## src/rtl/chart_sequencer_if.sv

```systemverilog
// Chart ROM read port plus the note-spawn valid/ready handshake.
// The master modport is the sequencer side; the slave modport is the ROM / vga_controller side.
interface chart_sequencer_if #(
  parameter int ADDR_W = 8
);
  logic [ADDR_W-1:0] chart_addr;
  logic [7:0]        chart_data;
  logic              spawn_valid;
  logic [3:0]        spawn_lanes;
  logic              spawn_ready;

  modport master (
    output chart_addr, spawn_valid, spawn_lanes,
    input  chart_data, spawn_ready
  );

  modport slave (
    input  chart_addr, spawn_valid, spawn_lanes,
    output chart_data, spawn_ready
  );
endinterface

```

## src/rtl/chart_sequencer.sv

```systemverilog
// Walks a note chart in synchronous ROM, one entry per g+1 beat steps,
// and issues lane-spawn requests with overrun and end-of-chart reporting.
module chart_sequencer #(
  parameter int TICKS_PER_STEP = 12_500_000,
  parameter int ADDR_W         = 8
) (
  input  logic              clk_i,
  input  logic              rst_ni,
  input  logic              start_i,
  input  logic              pause_i,
  chart_sequencer_if.master bus,
  output logic              busy_o,
  output logic              done_o,
  output logic              overrun_o,
  output logic [15:0]       step_count_o
);
  localparam int                TICK_W    = (TICKS_PER_STEP > 1) ? $clog2(TICKS_PER_STEP) : 1;
  localparam logic [TICK_W-1:0] TICK_LAST = TICK_W'(TICKS_PER_STEP - 1);
  localparam logic [ADDR_W-1:0] ADDR_LAST = {ADDR_W{1'b1}};

  typedef enum logic [2:0] {
    S_IDLE     = 3'd0,
    S_FETCH    = 3'd1,
    S_LATCH    = 3'd2,
    S_ISSUE    = 3'd3,
    S_WAIT_GAP = 3'd4,
    S_DONE     = 3'd5
  } state_e;

  state_e            state_q, state_d;
  logic [TICK_W-1:0] tick_q, tick_d;
  logic [3:0]        gap_q, gap_d;
  logic [ADDR_W-1:0] addr_q, addr_d;
  logic              valid_q, valid_d;
  logic [3:0]        lanes_q, lanes_d;
  logic              busy_q, busy_d;
  logic              done_q, done_d;
  logic              overrun_q, overrun_d;
  logic [15:0]       steps_q, steps_d;

  logic step_pulse;
  logic handshake;
  logic start_accept;
  logic advance;

  assign step_pulse   = busy_q & ~pause_i & (tick_q == TICK_LAST);
  assign handshake    = valid_q & bus.spawn_ready;
  assign start_accept = start_i & ((state_q == S_IDLE) | (state_q == S_DONE));

  // Next-state, beat timer and output-register updates.
  always_comb begin
    state_d   = state_q;
    tick_d    = tick_q;
    gap_d     = gap_q;
    addr_d    = addr_q;
    valid_d   = valid_q;
    lanes_d   = lanes_q;
    done_d    = done_q;
    overrun_d = overrun_q;
    steps_d   = steps_q;
    advance   = 1'b0;

    if (start_accept) begin
      tick_d  = {TICK_W{1'b0}};
      steps_d = 16'd0;
    end else if (busy_q && !pause_i) begin
      tick_d = (tick_q == TICK_LAST) ? {TICK_W{1'b0}} : tick_q + TICK_W'(1);
      if (step_pulse && (steps_q != 16'hFFFF)) begin
        steps_d = steps_q + 16'd1;
      end else begin
        steps_d = steps_q;
      end
    end else begin
      tick_d = tick_q;
    end

    case (state_q)
      S_IDLE, S_DONE: begin
        if (start_i) begin
          state_d   = S_FETCH;
          addr_d    = {ADDR_W{1'b0}};
          done_d    = 1'b0;
          overrun_d = 1'b0;
        end else begin
          state_d = state_q;
        end
      end
      S_FETCH: state_d = S_LATCH;
      S_LATCH: begin
        if (bus.chart_data[7]) begin
          state_d = S_DONE;
          done_d  = 1'b1;
        end else begin
          gap_d = {1'b0, bus.chart_data[6:4]} + 4'd1 - {3'b000, step_pulse};
          if (bus.chart_data[3:0] != 4'd0) begin
            state_d = S_ISSUE;
            valid_d = 1'b1;
            lanes_d = bus.chart_data[3:0];
          end else begin
            state_d = S_WAIT_GAP;
          end
        end
      end
      S_ISSUE: begin
        if (step_pulse) begin
          gap_d = gap_q - 4'd1;
        end else begin
          gap_d = gap_q;
        end
        // A transfer on the entry's final step still counts; only a missed one is an overrun.
        if (step_pulse && (gap_q == 4'd1)) begin
          valid_d = 1'b0;
          advance = 1'b1;
          if (!handshake) begin
            overrun_d = 1'b1;
          end else begin
            overrun_d = overrun_q;
          end
        end else if (handshake) begin
          valid_d = 1'b0;
          state_d = S_WAIT_GAP;
        end else begin
          state_d = S_ISSUE;
        end
      end
      S_WAIT_GAP: begin
        if (step_pulse) begin
          gap_d   = gap_q - 4'd1;
          advance = (gap_q == 4'd1);
        end else begin
          gap_d = gap_q;
        end
      end
      default: state_d = S_IDLE;
    endcase

    if (advance) begin
      if (addr_q == ADDR_LAST) begin
        state_d = S_DONE;
        done_d  = 1'b1;
      end else begin
        addr_d  = addr_q + ADDR_W'(1);
        state_d = S_FETCH;
      end
    end else begin
      addr_d = addr_d;
    end

    busy_d = (state_d != S_IDLE) && (state_d != S_DONE);
  end

  // State and output registers.
  always_ff @(posedge clk_i or negedge rst_ni) begin
    if (!rst_ni) begin
      state_q   <= S_IDLE;
      tick_q    <= {TICK_W{1'b0}};
      gap_q     <= 4'd0;
      addr_q    <= {ADDR_W{1'b0}};
      valid_q   <= 1'b0;
      lanes_q   <= 4'd0;
      busy_q    <= 1'b0;
      done_q    <= 1'b0;
      overrun_q <= 1'b0;
      steps_q   <= 16'd0;
    end else begin
      state_q   <= state_d;
      tick_q    <= tick_d;
      gap_q     <= gap_d;
      addr_q    <= addr_d;
      valid_q   <= valid_d;
      lanes_q   <= lanes_d;
      busy_q    <= busy_d;
      done_q    <= done_d;
      overrun_q <= overrun_d;
      steps_q   <= steps_d;
    end
  end

  assign bus.chart_addr  = addr_q;
  assign bus.spawn_valid = valid_q;
  assign bus.spawn_lanes = lanes_q;
  assign busy_o          = busy_q;
  assign done_o          = done_q;
  assign overrun_o       = overrun_q;
  assign step_count_o    = steps_q;
endmodule

```

## src/flat_wrapper.sv

```systemverilog
// flat-port wrapper written by rule: the top's interface ports become plain ports
module chart_sequencer_flat 
#(
  parameter int TICKS_PER_STEP = 12_500_000,
  parameter int ADDR_W         = 8
)
  (clk_i, rst_ni, start_i, pause_i, busy_o, done_o, overrun_o, step_count_o, bus_chart_addr, bus_spawn_valid, bus_spawn_lanes, bus_chart_data, bus_spawn_ready);
  chart_sequencer_if #(.ADDR_W(ADDR_W)) bus_i ();
  input  logic clk_i;
  input  logic rst_ni;
  input  logic start_i;
  input  logic pause_i;
  output logic busy_o;
  output logic done_o;
  output logic overrun_o;
  output logic [15:0] step_count_o;
  output wire logic [$bits(bus_i.chart_addr)-1:0] bus_chart_addr;
  output wire logic [$bits(bus_i.spawn_valid)-1:0] bus_spawn_valid;
  output wire logic [$bits(bus_i.spawn_lanes)-1:0] bus_spawn_lanes;
  input wire logic [$bits(bus_i.chart_data)-1:0] bus_chart_data;
  input wire logic [$bits(bus_i.spawn_ready)-1:0] bus_spawn_ready;
  assign bus_chart_addr = bus_i.chart_addr;
  assign bus_spawn_valid = bus_i.spawn_valid;
  assign bus_spawn_lanes = bus_i.spawn_lanes;
  assign bus_i.chart_data = bus_chart_data;
  assign bus_i.spawn_ready = bus_spawn_ready;
  chart_sequencer #(.TICKS_PER_STEP(TICKS_PER_STEP), .ADDR_W(ADDR_W)) u_core (.clk_i(clk_i), .rst_ni(rst_ni), .start_i(start_i), .pause_i(pause_i), .bus(bus_i), .busy_o(busy_o), .done_o(done_o), .overrun_o(overrun_o), .step_count_o(step_count_o));
endmodule
```

## config.mk

```make
export PLATFORM = sky130hd
export DESIGN_NAME = chart_sequencer_flat
export DESIGN_NICKNAME = d
export VERILOG_FILES = /design/src/rtl/chart_sequencer_if.sv /design/src/rtl/chart_sequencer.sv /design/src/flat_wrapper.sv
export SDC_FILE = /design/constraint.sdc
export NUM_CORES = 1
export LEC_CHECK = 0
export ABC_AREA = 1
export CAP_MARGIN = 20
export CORE_AREA = 5 5 91 110
export CTS_CLUSTER_DIAMETER = 80
export DETAILED_ROUTE_END_ITERATION = 7
export DIE_AREA = 0 0 96 115
export PLACE_DENSITY = 0.65
export SKIP_CTS_REPAIR_TIMING = 1
export SLEW_MARGIN = 25
export SYNTH_ARGS = -nofsm -noshare
export SYNTH_HDL_FRONTEND = slang
export SYNTH_SLANG_ARGS = --single-unit
```

## constraint.sdc

```tcl
create_clock -name clk_i -period 5.2 [get_ports clk_i]
set_input_delay 0.78 -clock clk_i [delete_from_list [all_inputs] [get_ports clk_i]]
set_output_delay 0.78 -clock clk_i [all_outputs]
set_load 0.05 [all_outputs]
```

==> results.toml <==
[layout]
insertedDiodeCount = 0
syn2layout_area_growth_pct = 19.4
post-route-util = 0.523
post_route_cells_drive_above_1_share = 0.0997
nets = 598

[global_route]
grt_pass1_wl_um = 15600
overflow = 0
grt_usage = 0.178
antenna_found_initial = 0
grt_max_degree = 64
grt_pass1_vias = 3504

[die]
io_pins = 45
start_util = 0.438
row_count = 38
die_w_um = 96
fp.dieH_um = 115
core_area_sq_um = 8840
die_area_sq_um = 11000

[sta]
rsz0062_at_grt = "false"
whs_ns = 0.492
min_period_ns = 2.47
fin_ws_ns = 2.73
hold_viol = 0
setup_viol = 0
fin_crit_sh = 0.474
fmax_mhz = 405
slew_viol_final = 0
tightest_slew_ns = 0.802
fin_setup_tns_ns = 0
max_slew_margin = 0.465
skew_ns = 0.00892

[placed_design]
numPortBuffers = 44
dpl.hpwl_um = 6920
dp_slack_ns = 2.38
gp_congestion = 0.936

[pwr]
power_density_nw_per_um2 = 375
ir_drop_v = 0.000251
p_leak_nw = 2.14

[cts]
cts_tree = "done"
clk-insertion-delay-late_ns = 0.34
cts.sinks = 63
cts_buffers = 9
ctsHtreeMaxLevel = 3
clk_pin_slew_worst_paths_ns = 0.07
cts_root_buf = "clkbuf_8"
cts.path.max_buffers = 2

[worst_setup_path]
cp.arrival_ns = 2.70
critical_path_class = "input pin to flop"
crit_path_start_kind = "input pin"
crit_path_max_fanout = 14
critPathCaptureType = "flop"
cp_data_required_time_ns = 5.43

[worst_hold_path]
min_path_type = "flop to flop"

[synth]
synth_area_sq_um = 3880
ys_async_sr_fraction = 1.00
synth_edf_count = 0
netlist.area_leader.share = 0.407
syn-num-nets = 547
ys_ff_latch = 63
synth_cell_type_count = 42
synth.top_cells.by_count = "117 x nand2_1, 70 x inv_1, 64 x nor2_1, 63 x dfrtp_1, 39 x nand3_1"
ys.flop_type = "dfrtp_1"
synth_top_area_cell = "dfrtp_1"
synthCells = 526
yosys_warnings = 0
syn_area_per_cell_sq_um = 7.37
yosysMostFrequentCell = "nand2_1"
synth_area_leaders = "dfrtp_1 41%, nand2_1 11%, inv_1 6.8%"
synth_seq_area_share = 0.407

[drt]
dr.pass1.iters = 5
drt_iter0_drc = 148
postRouteAntennaNets = 0
vias = 3560
drc_errors = 0
wl_per_cell_um = 13.0
totalWireLength_um = 9140
vias_per_cell = 5.07

[status]
status = "complete, no violations"

[flow_run]
drv_cap = 0
==> critical path, stage by stage <==
cell and delay, ns:
clkdlybuf4s50_1 0.41, nor2_2 0.30, inv_1 0.16, nand2_2 0.26, inv_2 0.19, nor3_2 0.24
and2_1 0.19, nand2_1 0.06, nand2_1 0.06, nor2_1 0.04
==> area by class of cell <==
| type | count | area, sq um |
|---|---|---|
| sequential | 63 | 1580 |
| tap | 120 | 150 |
| clock buffer | 10 | 128 |
| inverter | 81 | 304 |
| multi-input combinational | 377 | 1960 |
| fill | 893 | 4220 |
| timing repair buffer | 45 | 443 |
| clock inverter | 6 | 61.3 |
==> power by group <==
| group | total [mW] | internal, mW | switching, mW |
|---|---|---|---|
| logic | 0.647 | 0.200 | 0.447 |
| clock network | 0.420 | 0.220 | 0.200 |
| registers | 0.668 | 0.582 | 0.0863 |
==> registers in the layout, indices dropped and copies added (netlist names) <==
| signal | flops |
|---|---|
| u_core.bus.spawn_valid | 1 |
| u_core.tick_q | 24 |
| u_core.state_q | 3 |
| u_core.step_count_o | 16 |
| u_core.done_o | 1 |
| u_core.bus.spawn_lanes | 4 |
| u_core.gap_q | 4 |
| u_core.bus.chart_addr | 8 |
| u_core.overrun_o | 1 |
| u_core.busy_o | 1 |
==> kinds of logic (layout without fill, tap and decap cells) <==
| kind of cell | after synthesis | count (layout) | share of synthesized area |
|---|---|---|---|
| adder cells (fa/ha/maj) | 8 | 8 | 0.0258 |
| AND/OR/NAND/NOR | 284 | 284 | 0.343 |
| XOR/XNOR | 18 | 18 | 0.0407 |
| AO/OA/AOI/OAI | 66 | 66 | 0.0943 |
| buffers and inverters | 86 | 142 | 0.0865 |
| flip-flops | 63 | 63 | 0.407 |
| multiplexers | 1 | 1 | 0.00290 |
==> cell usage in the layout (no fill, tap or decap), drive strengths merged <==
master	netlist	layout
and2	1	1
buf	4	2
clkinvlp	0	1
nand3b	1	1
nor2	73	73
clkbuf	1	10
nand2	125	125
o211ai	1	1
a22oi	1	1
mux2	1	1
o22ai	1	1
o21bai	1	1
nor3	24	24
xor2	17	17
clkdlybuf4s50	0	43
a22o	1	1
ha	8	8
dfrtp	63	63
a21oi	18	18
inv	80	80
a31oi	4	4
xnor2	1	1
o21ai	35	35
clkinv	1	5
bufinv	0	1
nand4	16	16
nand3	42	42
o31ai	2	2
o21a	2	2
nor4	2	2
==> metal layers <==
layer,vias to the layer above,wire (um),GRT usage
met1,1654,4050,0.224
met2,83,4550,0.296
met4,0,152,0.0636
met5,-,0,0
met3,17,392,0.0406
li1,1806,-,-
==> final timing paths <==
kind,slack [ns],end,depth (start not counted),from
setup / recovery,2.73,u_core.tick_q[21],10,pause_i
hold / removal,0.49,u_core.overrun_o,2,u_core.overrun_o
setup reg to reg,2.85,u_core.gap_q[3],13,u_core.tick_q[0]
hold reg to reg,0.49,u_core.overrun_o,2,u_core.overrun_o
max in group asynchronous,4.07,u_core.step_count_o[6],2,rst_ni
min in group asynchronous,0.61,u_core.bus.chart_addr[1],2,rst_ni
==> stage by stage <==
step	instance area [sq um]	cells	power, mW
finish	4630	702	1.73
global route	4630	702	1.86
CTS	4630	702	1.75
detailed placement	4440	686	1.33
global placement	4440	686	1.31
floorplan	3880	526	1.14
No activity file was read; power rests on OpenSTA's default activity.
